==> src/rtl/frame_sched_pkg.sv <==
// Shared mode/state codes for the frame-aligned engine scheduler.
// Mode codes double as engine selectors; 0 means raw camera bypass.
package frame_sched_pkg;

  localparam logic [1:0] MODE_BYPASS = 2'd0;
  localparam logic [1:0] MODE_COUNT  = 2'd1;
  localparam logic [1:0] MODE_COLOR  = 2'd2;
  localparam logic [1:0] MODE_DETECT = 2'd3;

  localparam int RUN_I    = 0;
  localparam int WAIT_I   = 1;
  localparam int DRAIN_I  = 2;
  localparam int SWITCH_I = 3;
  localparam int SETTLE_I = 4;

  typedef enum logic [4:0] {
    ST_RUN    = 5'b00001,
    ST_WAIT_VS = 5'b00010,
    ST_DRAIN  = 5'b00100,
    ST_SWITCH = 5'b01000,
    ST_SETTLE = 5'b10000
  } state_e;

  function automatic logic [2:0] mode2onehot(input logic [1:0] m);
    logic [2:0] oh;
    case (m)
      MODE_COUNT:  oh = 3'b001;
      MODE_COLOR:  oh = 3'b010;
      MODE_DETECT: oh = 3'b100;
      default:     oh = 3'b000;
    endcase
    return oh;
  endfunction

  function automatic logic [1:0] req_decode(
    input logic cnt,
    input logic col,
    input logic det
  );
    logic [1:0] m;
    m = MODE_BYPASS;
    if (det) m = MODE_DETECT;
    if (col) m = MODE_COLOR;
    if (cnt) m = MODE_COUNT;
    return m;
  endfunction

endpackage

==> src/rtl/sync_edge_det.sv <==
// Two-flop synchroniser with a registered rising-edge pulse.
// The pulse lands three clocks after the asynchronous input rises.
module sync_edge_det (
  input  logic sys_clk_i,
  input  logic sys_rst_i,
  input  logic sig,
  output logic rise
);

  logic [2:0] sh_q;

  always_ff @(posedge sys_clk_i or posedge sys_rst_i) begin
    if (sys_rst_i) begin
      sh_q <= '0;
      rise <= 1'b0;
    end else begin
      sh_q <= {sh_q[1:0], sig};
      rise <= sh_q[1] & ~sh_q[2];
    end
  end

endmodule

==> src/rtl/frame_mode_sched.sv <==
// Turns level mode requests into frame-aligned one-hot engine enables,
// draining the old engine and masking output while the new one settles.
module frame_mode_sched
  import frame_sched_pkg::*;
#(
  parameter logic [19:0] DRAIN_TIMEOUT = 20'd500_000,
  parameter logic [1:0]  SETTLE_FRAMES = 2'd1
) (
  input  logic       sys_clk_i,
  input  logic       sys_rst_i,
  input  logic       is_count_mode_i,
  input  logic       is_color_mode_i,
  input  logic       is_detect_mode_i,
  input  logic       frame_vsync_i,
  input  logic [2:0] engine_busy_i,
  output logic [2:0] engine_en_o,
  output logic [2:0] engine_clr_o,
  output logic       out_valid_mask_o,
  output logic       switch_busy_o,
  output logic       timeout_err_o
);

  logic        vs_rise;
  state_e      state_q, state_d;
  logic [1:0]  active_q, active_d;
  logic [1:0]  pend_q, pend_d;
  logic [1:0]  settle_q, settle_d;
  logic [19:0] drain_q, drain_d;
  logic        to_q, to_d;
  logic        err_d;
  logic [1:0]  req_mode;
  logic        drained;
  logic [2:0]  en_d, clr_d;
  logic        mask_d, busy_d;

  sync_edge_det u_vs_sync (
    .sys_clk_i (sys_clk_i),
    .sys_rst_i (sys_rst_i),
    .sig       (frame_vsync_i),
    .rise      (vs_rise)
  );

  assign req_mode = req_decode(is_count_mode_i, is_color_mode_i,
                               is_detect_mode_i);
  // Bypass has no engine, so it is always drained.
  assign drained = ~|(engine_busy_i & mode2onehot(active_q));

  always_comb begin
    state_d  = state_q;
    active_d = active_q;
    pend_d   = pend_q;
    settle_d = settle_q;
    drain_d  = drain_q;
    to_d     = to_q;
    err_d    = timeout_err_o;
    unique case (1'b1)
      state_q[RUN_I]: begin
        if (req_mode != active_q) begin
          pend_d  = req_mode;
          state_d = ST_WAIT_VS;
        end
      end
      state_q[WAIT_I]: begin
        pend_d = req_mode;
        if (req_mode == active_q) begin
          state_d = ST_RUN;
        end else if (vs_rise) begin
          state_d = ST_DRAIN;
          drain_d = '0;
          to_d    = 1'b0;
        end
      end
      state_q[DRAIN_I]: begin
        if (drained) begin
          state_d = ST_SWITCH;
        end else if (drain_q == DRAIN_TIMEOUT - 20'd1) begin
          state_d = ST_SWITCH;
          err_d   = 1'b1;
          to_d    = 1'b1;
        end else if (drain_q != '1) begin
          drain_d = drain_q + 20'd1;
        end
      end
      state_q[SWITCH_I]: begin
        active_d = pend_q;
        settle_d = '0;
        if (!to_q) err_d = 1'b0;
        state_d = (SETTLE_FRAMES == 2'd0) ? ST_RUN : ST_SETTLE;
      end
      state_q[SETTLE_I]: begin
        if (vs_rise) begin
          if (settle_q == SETTLE_FRAMES - 2'd1) state_d = ST_RUN;
          else settle_d = settle_q + 2'd1;
        end
      end
      default: state_d = ST_RUN;
    endcase
  end

  // Incoming engine is enabled together with its clear pulse.
  always_comb begin
    en_d   = 3'b000;
    clr_d  = 3'b000;
    mask_d = 1'b1;
    busy_d = ~state_q[RUN_I];
    unique case (1'b1)
      state_q[RUN_I],
      state_q[WAIT_I]: en_d = mode2onehot(active_q);
      state_q[DRAIN_I]: mask_d = 1'b0;
      state_q[SWITCH_I]: begin
        en_d   = mode2onehot(pend_q);
        clr_d  = mode2onehot(pend_q);
        mask_d = 1'b0;
      end
      state_q[SETTLE_I]: begin
        en_d   = mode2onehot(active_q);
        mask_d = 1'b0;
      end
      default: en_d = 3'b000;
    endcase
  end

  always_ff @(posedge sys_clk_i or posedge sys_rst_i) begin
    if (sys_rst_i) begin
      state_q          <= ST_RUN;
      active_q         <= MODE_BYPASS;
      pend_q           <= MODE_BYPASS;
      settle_q         <= '0;
      drain_q          <= '0;
      to_q             <= 1'b0;
      timeout_err_o    <= 1'b0;
      engine_en_o      <= 3'b000;
      engine_clr_o     <= 3'b000;
      out_valid_mask_o <= 1'b1;
      switch_busy_o    <= 1'b0;
    end else begin
      state_q          <= state_d;
      active_q         <= active_d;
      pend_q           <= pend_d;
      settle_q         <= settle_d;
      drain_q          <= drain_d;
      to_q             <= to_d;
      timeout_err_o    <= err_d;
      engine_en_o      <= en_d;
      engine_clr_o     <= clr_d;
      out_valid_mask_o <= mask_d;
      switch_busy_o    <= busy_d;
    end
  end

endmodule

==> config.mk <==
export PLATFORM = sky130hd
export DESIGN_NAME = frame_mode_sched
export DESIGN_NICKNAME = d
export VERILOG_FILES = /design/src/rtl/frame_sched_pkg.sv /design/src/rtl/sync_edge_det.sv /design/src/rtl/frame_mode_sched.sv
export SDC_FILE = /design/constraint.sdc
export NUM_CORES = 1
export LEC_CHECK = 0
export CAP_MARGIN = 20
export CORE_MARGIN = 4
export CORE_UTILIZATION = 50
export DETAILED_ROUTE_END_ITERATION = 8
export GPL_TIMING_DRIVEN = 0
export HOLD_SLACK_MARGIN = 0.05
export PLACE_DENSITY_LB_ADDON = 0.05
export SLEW_MARGIN = 20
export SYNTH_ARGS = -nofsm -noshare
export SYNTH_HDL_FRONTEND = slang
export SYNTH_SLANG_ARGS = --single-unit
==> constraint.sdc <==
create_clock -name sys_clk_i -period 2.9 [get_ports sys_clk_i]
set_input_delay 0.58 -clock sys_clk_i [delete_from_list [all_inputs] [get_ports sys_clk_i]]
set_output_delay 0.58 -clock sys_clk_i [all_outputs]
set_load 0.1 [all_outputs]
==> results of run 1 <==
==> synthesized netlist by cell type (4+ instances only) <==
| library cell | count |
|---|---|
| buf_2 | 4 |
| and3_1 | 6 |
| or3_1 | 4 |
| dfrtp_1 | 43 |
| o31ai_1 | 7 |
| nand2b_1 | 7 |
| nand2_1 | 14 |
| and4_1 | 4 |
| clkbuf_1 | 4 |
| mux2_2 | 4 |
| nand3_1 | 12 |
| a21oi_1 | 10 |
| nor2_1 | 16 |
| buf_4 | 4 |
| nor3_1 | 11 |
| o21ai_0 | 9 |
| inv_1 | 8 |
| o41ai_1 | 11 |
==> kinds of logic (layout without fill, tap and decap cells) <==
logic type	count (synthesis)	in the layout	synth area share [%]
AO/OA/AOI/OAI	67	67	20.7
flip-flops	45	45	46.3
multiplexers	7	7	3.08
XOR/XNOR	1	1	0.359
AND/OR/NAND/NOR	99	99	24.0
adder cells (fa/ha/maj)	2	2	1.03
buffers and inverters	22	48	4.52
==> registers in the layout, indices dropped and copies added (netlist names) <==
| register | cells |
|---|---|
| active_q | 2 |
| drain_q | 20 |
| engine_clr_o | 3 |
| engine_en_o | 3 |
| out_valid_mask_o | 1 |
| pend_q | 2 |
| settle_q | 2 |
| state_q | 5 |
| switch_busy_o | 1 |
| timeout_err_o | 1 |
| to_q | 1 |
| u_vs_sync.rise | 1 |
| u_vs_sync.sh_q | 3 |
==> report_power, final <==
group | total (mW) | internal, mW | switching (mW)
registers | 0.861 | 0.756 | 0.106
logic | 0.886 | 0.275 | 0.611
clock network | 0.497 | 0.280 | 0.217
total | 2.24 | 1.31 | 0.933
==> per-layer routing <==
layer  wire length, um  part of all wire (%)  vias up  GRT usage (%)
li1                  -                     -      981              -
met1              2500                    45      980           26.8
met2              2640                    47       65           31.5
met3               319                   5.7       12           4.18
met4               142                   2.5        0           8.54
met5                 0                     0        -              0
==> how the worst min path moves through the flow <==
stage	startpoint	depth (start not counted)	slack (ns)	end
after floorplan	u_vs_sync.sh_q[0]	0	0.33	u_vs_sync.sh_q[1]
after global placement	u_vs_sync.sh_q[0]	0	0.34	u_vs_sync.sh_q[1]
after detailed placement	u_vs_sync.sh_q[0]	0	0.34	u_vs_sync.sh_q[1]
after CTS	u_vs_sync.sh_q[0]	0	0.36	u_vs_sync.sh_q[1]
after global routing	u_vs_sync.sh_q[0]	0	0.36	u_vs_sync.sh_q[1]
final	u_vs_sync.sh_q[0]	0	0.35	u_vs_sync.sh_q[1]
==> final cells by class <==
class	instances	area [um^2]
timing repair buffer	18	190
clock buffer	6	82.6
sequential	45	1130
clock inverter	2	37.5
fill	431	1890
buffer	13	76.3
multi-input combinational	176	1200
tap	67	83.8
inverter	9	33.8
==> worst max-delay path: stages <==
cell             delay (ns)
clkdlybuf4s50_1        0.54
and4b_1                0.24
nor2_2                 0.16
a221oi_1               0.12
buf_2                  0.22
or3_1                  0.38
buf_4                  0.17
a221o_1                0.35
==> through the flow <==
step                instance area, um^2  hold WS (ns)
detailed placement                 2710         0.337
global placement                   2690         0.336
finish                             2830         0.351
floorplan                          2440         0.331
global route                       2830         0.358
CTS                                2830         0.356
==> results.cfg, run 1 <==
[route]
drt-vias-per-instance = 6.07
drt-initial-drc-count = 110
routed-via-count = 2038
drc = 0
wl_um = 5600
post_drt_wl_per_cell_um = 16.7
firstDrtPassIters = 4
antenna_left = 0

[cts]
postCtsSetupBuffers = 0
htreeDepth = 2
cts_tree = done
cts_root_buf = clkbuf_8
clock_sink_count = 45
clk_path_buf_depth = 2
cts_buffers = 5
cts.repair.resized = 0
ctsHoldBuffers = 0
path_clk_slew_ns = 0.09
insertion_delay_ns = 0.30

[timing]
clock_skew_ns = 0.00400
rsz0062_at_grt = no
final-max-slew-violation-count = 0
slew_headroom_pct = 35.4
maxClockFrequency_mhz = 388
worst_slew_pin_slew_ns = 0.966
setup_viol = 0
final.min_clock_period_ns = 2.58
finalCritPeriodShare_pct = 88.9
fin_ws_ns = 0.321
finalHoldViolCount = 0
fin_tns_setup_ns = 0

[die]
die_w_um = 77.8
core_area_mm2 = 0.00472
die-area_mm2 = 0.00606
initial_core_util_pct = 51.6
rows = 25
die_h_um = 77.8
ios = 18

[critical_path]
critical_path_peak_fanout = 10
cp-start-kind = input port
reg2reg_from = drain_q[0]
r2r-end = drain_q[10]
rrSetupSlack_ns = 0.44
path_class = input port to flop
ff2ff_path_depth = 7
endpoint = drain_q[14]
cp-startpoint = is_color_mode_i
required_ns = 3.09
arrival_ns = 2.77
cp-end-kind = flop

[yosys]
synth_cell_types = 58
synth_edf_count = 0
synth_top_cell_area_share_pct = 44.1
syn-cell-area_mm2 = 0.00244
syn-num-nets = 254
ys_seq_area_share_pct = 46.3
syn_avg_cell_area_um2 = 10.0
synth_top_area_cell = dfrtp_1
dominantRegCellSynth = dfrtp_1
syn_inst = 243
synthTopCellsByArea = dfrtp_1 44%, o41ai_1 4.0%, nand3_1 2.5%
synth_warnings = 0
async_reset_ff_share_pct = 100
synth-seq-cells = 45

[power_and_ir_drop]
max-vdd-ir-drop_mv = 0.434
power_leakage_nw = 1.20
p_total_mw = 2.24
power_per_cell_area_mw_per_mm2 = 793

[placement]
io_buffers = 17
dp.cells = 328
place.gp.congestion = 0.834
dp_slack_ns = 0.0216
place_hpwl_um = 3930

[grt]
grt_pass1_vias = 2009
antenna_found_initial = 0
grt_pass1_wl_um = 9760
overflow = 0
grt_start_max_net_pins = 34
grt.total_usage_pct = 20.1

[outcome]
outcome = completed

[final_layout]
drive_gt1_share_pct = 13.8
layout.nets = 279
final_common_cell = dfrtp_1
final_cell_count_no_fill = 336
diodes = 0
area_growth_pct = 16.2
fin_util_pct = 59.9
layout_common_cells = 43 x dfrtp_1, 17 x clkdlybuf4s50_1, 16 x nor2_1, 14 x nand2_1, 12 x nand3_1

[hold_path]
hold_class = flop to flop

[run]
cap_viol_max_count = 0
Power figures use the tool's default switching activity.
==> run 2: changes to the inputs <==
--- a/config.mk
+++ b/config.mk
@@ -10,8 +10,8 @@
 export CORE_UTILIZATION = 50
 export DETAILED_ROUTE_END_ITERATION = 8
 export GPL_TIMING_DRIVEN = 0
-export HOLD_SLACK_MARGIN = 0.05
 export PLACE_DENSITY_LB_ADDON = 0.05
+export REMOVE_ABC_BUFFERS = 1
 export SLEW_MARGIN = 20
 export SYNTH_ARGS = -nofsm -noshare
 export SYNTH_HDL_FRONTEND = slang
==> results.cfg, run 2 (synthesized netlist as in run 1, its figures left out) <==
[cts]
clock_sink_count = 45
path_clk_slew_ns = 0.08
ctsHoldBuffers = 0
cts_root_buf = clkbuf_8
cts_buffers = 5
htreeDepth = 2
cts_tree = done
insertion_delay_ns = 0.29
clk_path_buf_depth = 2

[die]
ios = 18
core_area_mm2 = 0.00472
die_w_um = 77.8
initial_core_util_pct = 51.6
rows = 25
die-area_mm2 = 0.00606
die_h_um = 77.8

[placement]
dp_slack_ns = -0.197
dp.cells = 317
place.gp.congestion = 0.779
place_hpwl_um = 3520
io_buffers = 17

[hold_path]
hold_class = flop to flop

[route]
drc = 0
post_drt_wl_per_cell_um = 15.6
drt-vias-per-instance = 5.88
antenna_left = 0
routed-via-count = 1942
drt-initial-drc-count = 69
wl_um = 5130
firstDrtPassIters = 5

[final_layout]
top_regs = drain_q (20), state_q (5)
fill_cells = 412
regMostFlops = drain_q
layout.nets = 273
layout_common_cells = 42 x dfrtp_1, 17 x clkdlybuf4s50_1, 16 x nor2_1, 14 x nand2_1, 12 x nand3_1
seqCellArea_mm2 = 0.00113
area_growth_pct = 15.6
multiInputGateArea_mm2 = 0.00122
final_cell_count_no_fill = 330
final_common_cell = dfrtp_1
diodes = 0
drive_gt1_share_pct = 14.4
largest_reg_flops = 20

[critical_path]
slowest_delay_ns = 0.72
required_ns = 3.10
path_cells = clkdlybuf4s50_1, and4b_1, nor2_2, a221oi_4, buf_6, or4_1, o41ai_2
cp_slowest_cell = or4_1
cp-end-kind = flop
cp-start-kind = input port
critical_path_peak_fanout = 19
crit_family = simple AND/OR/NAND/NOR gates
crit_buf_inv = 2
path_class = input port to flop
arrival_ns = 2.95

[timing]
clock_skew_ns = 0.00562
finalCritPeriodShare_pct = 94.9
worst_slew_pin_slew_ns = 0.968
slew_headroom_pct = 35.3
fin_ws_ns = 0.148
finalHoldViolCount = 0
final-max-slew-violation-count = 0
maxClockFrequency_mhz = 363
setup_viol = 0
final.min_clock_period_ns = 2.75
fin_tns_setup_ns = 0
rsz0062_at_grt = no

[outcome]
outcome = completed

[grt]
grt_pass1_wl_um = 9080
antenna_found_initial = 0
grt_pass1_vias = 1877
grt.total_usage_pct = 18.6
grt_start_max_net_pins = 32
overflow = 0

[power_and_ir_drop]
power_per_cell_area_mw_per_mm2 = 743
p_total_mw = 2.09
power_leakage_nw = 1.19
max-vdd-ir-drop_mv = 0.379

[run]
cap_viol_max_count = 0
==> run 2: timing repair <==
item | CTS | global route
buffers inserted | 0 | 5
pin swaps | 0 | 1
setup endpoints to repair | 17 | 17
endpoints found under the hold margin | 0 | 0
resized for setup | 1 | 1
==> run 2: per-stage QoR <==
step                hold slack, ns  cell area [um^2]  util [%]
finish                       0.355              2820      59.7
global route                 0.370              2820      59.7
CTS                          0.356              2770      58.6
detailed placement           0.336              2680      56.8
global placement             0.335              2620      55.4
floorplan                    0.331              2360         -
==> run 2: worst paths after layout <==
check / slack (ns) / cells after the start / to / start
min reg2reg: 0.35 / 0 / u_vs_sync.sh_q[1] / u_vs_sync.sh_q[0]
max reg2reg: 0.41 / 6 / drain_q[11] / state_q[1]
min in group asynchronous: 0.56 / 2 / u_vs_sync.sh_q[2] / sys_rst_i
max in group asynchronous: 1.80 / 3 / out_valid_mask_o / sys_rst_i
max: 0.15 / 7 / drain_q[11] / is_color_mode_i
min: 0.35 / 0 / u_vs_sync.sh_q[1] / u_vs_sync.sh_q[0]
==> run 2: area by class of cell <==
cell class	count	share of cell area (%)
multi-input cells	176	43.3
flip-flops and latches	45	40.1
repair buffers	25	9.46
well taps	67	2.98
clock buffers	6	2.58
inverters	9	1.24
clock inverters	2	0.355
==> run 2: worst register-to-register path, stage by stage, from the launching register on <==
cell	delay (ns)
dfrtp_1	0.45
inv_1	0.16
nor4b_2	0.40
a221oi_4	0.12
buf_6	0.19
or4_1	0.72
o41ai_2	0.37
==> run 2: report_power, final <==
part / switching [mW] / leakage [nW] / total, mW / internal [mW]
Sequential: 0.156 / 0.594 / 0.912 / 0.756
Combinational: 0.547 / 0.556 / 0.815 / 0.267
Clock: 0.202 / 0.0450 / 0.369 / 0.167
Total: 0.904 / 1.19 / 2.09 / 1.19
==> run 2: per-layer routing <==
metal | part of all wire, % | track usage [%] | vias to the layer above
met2 | 48 | 31.2 | 32
met3 | 3.7 | 4.41 | 5
met5 | 0 | 0 | -
met1 | 47 | 23.8 | 935
li1 | - | - | 970
met4 | 1.2 | 5.69 | 0
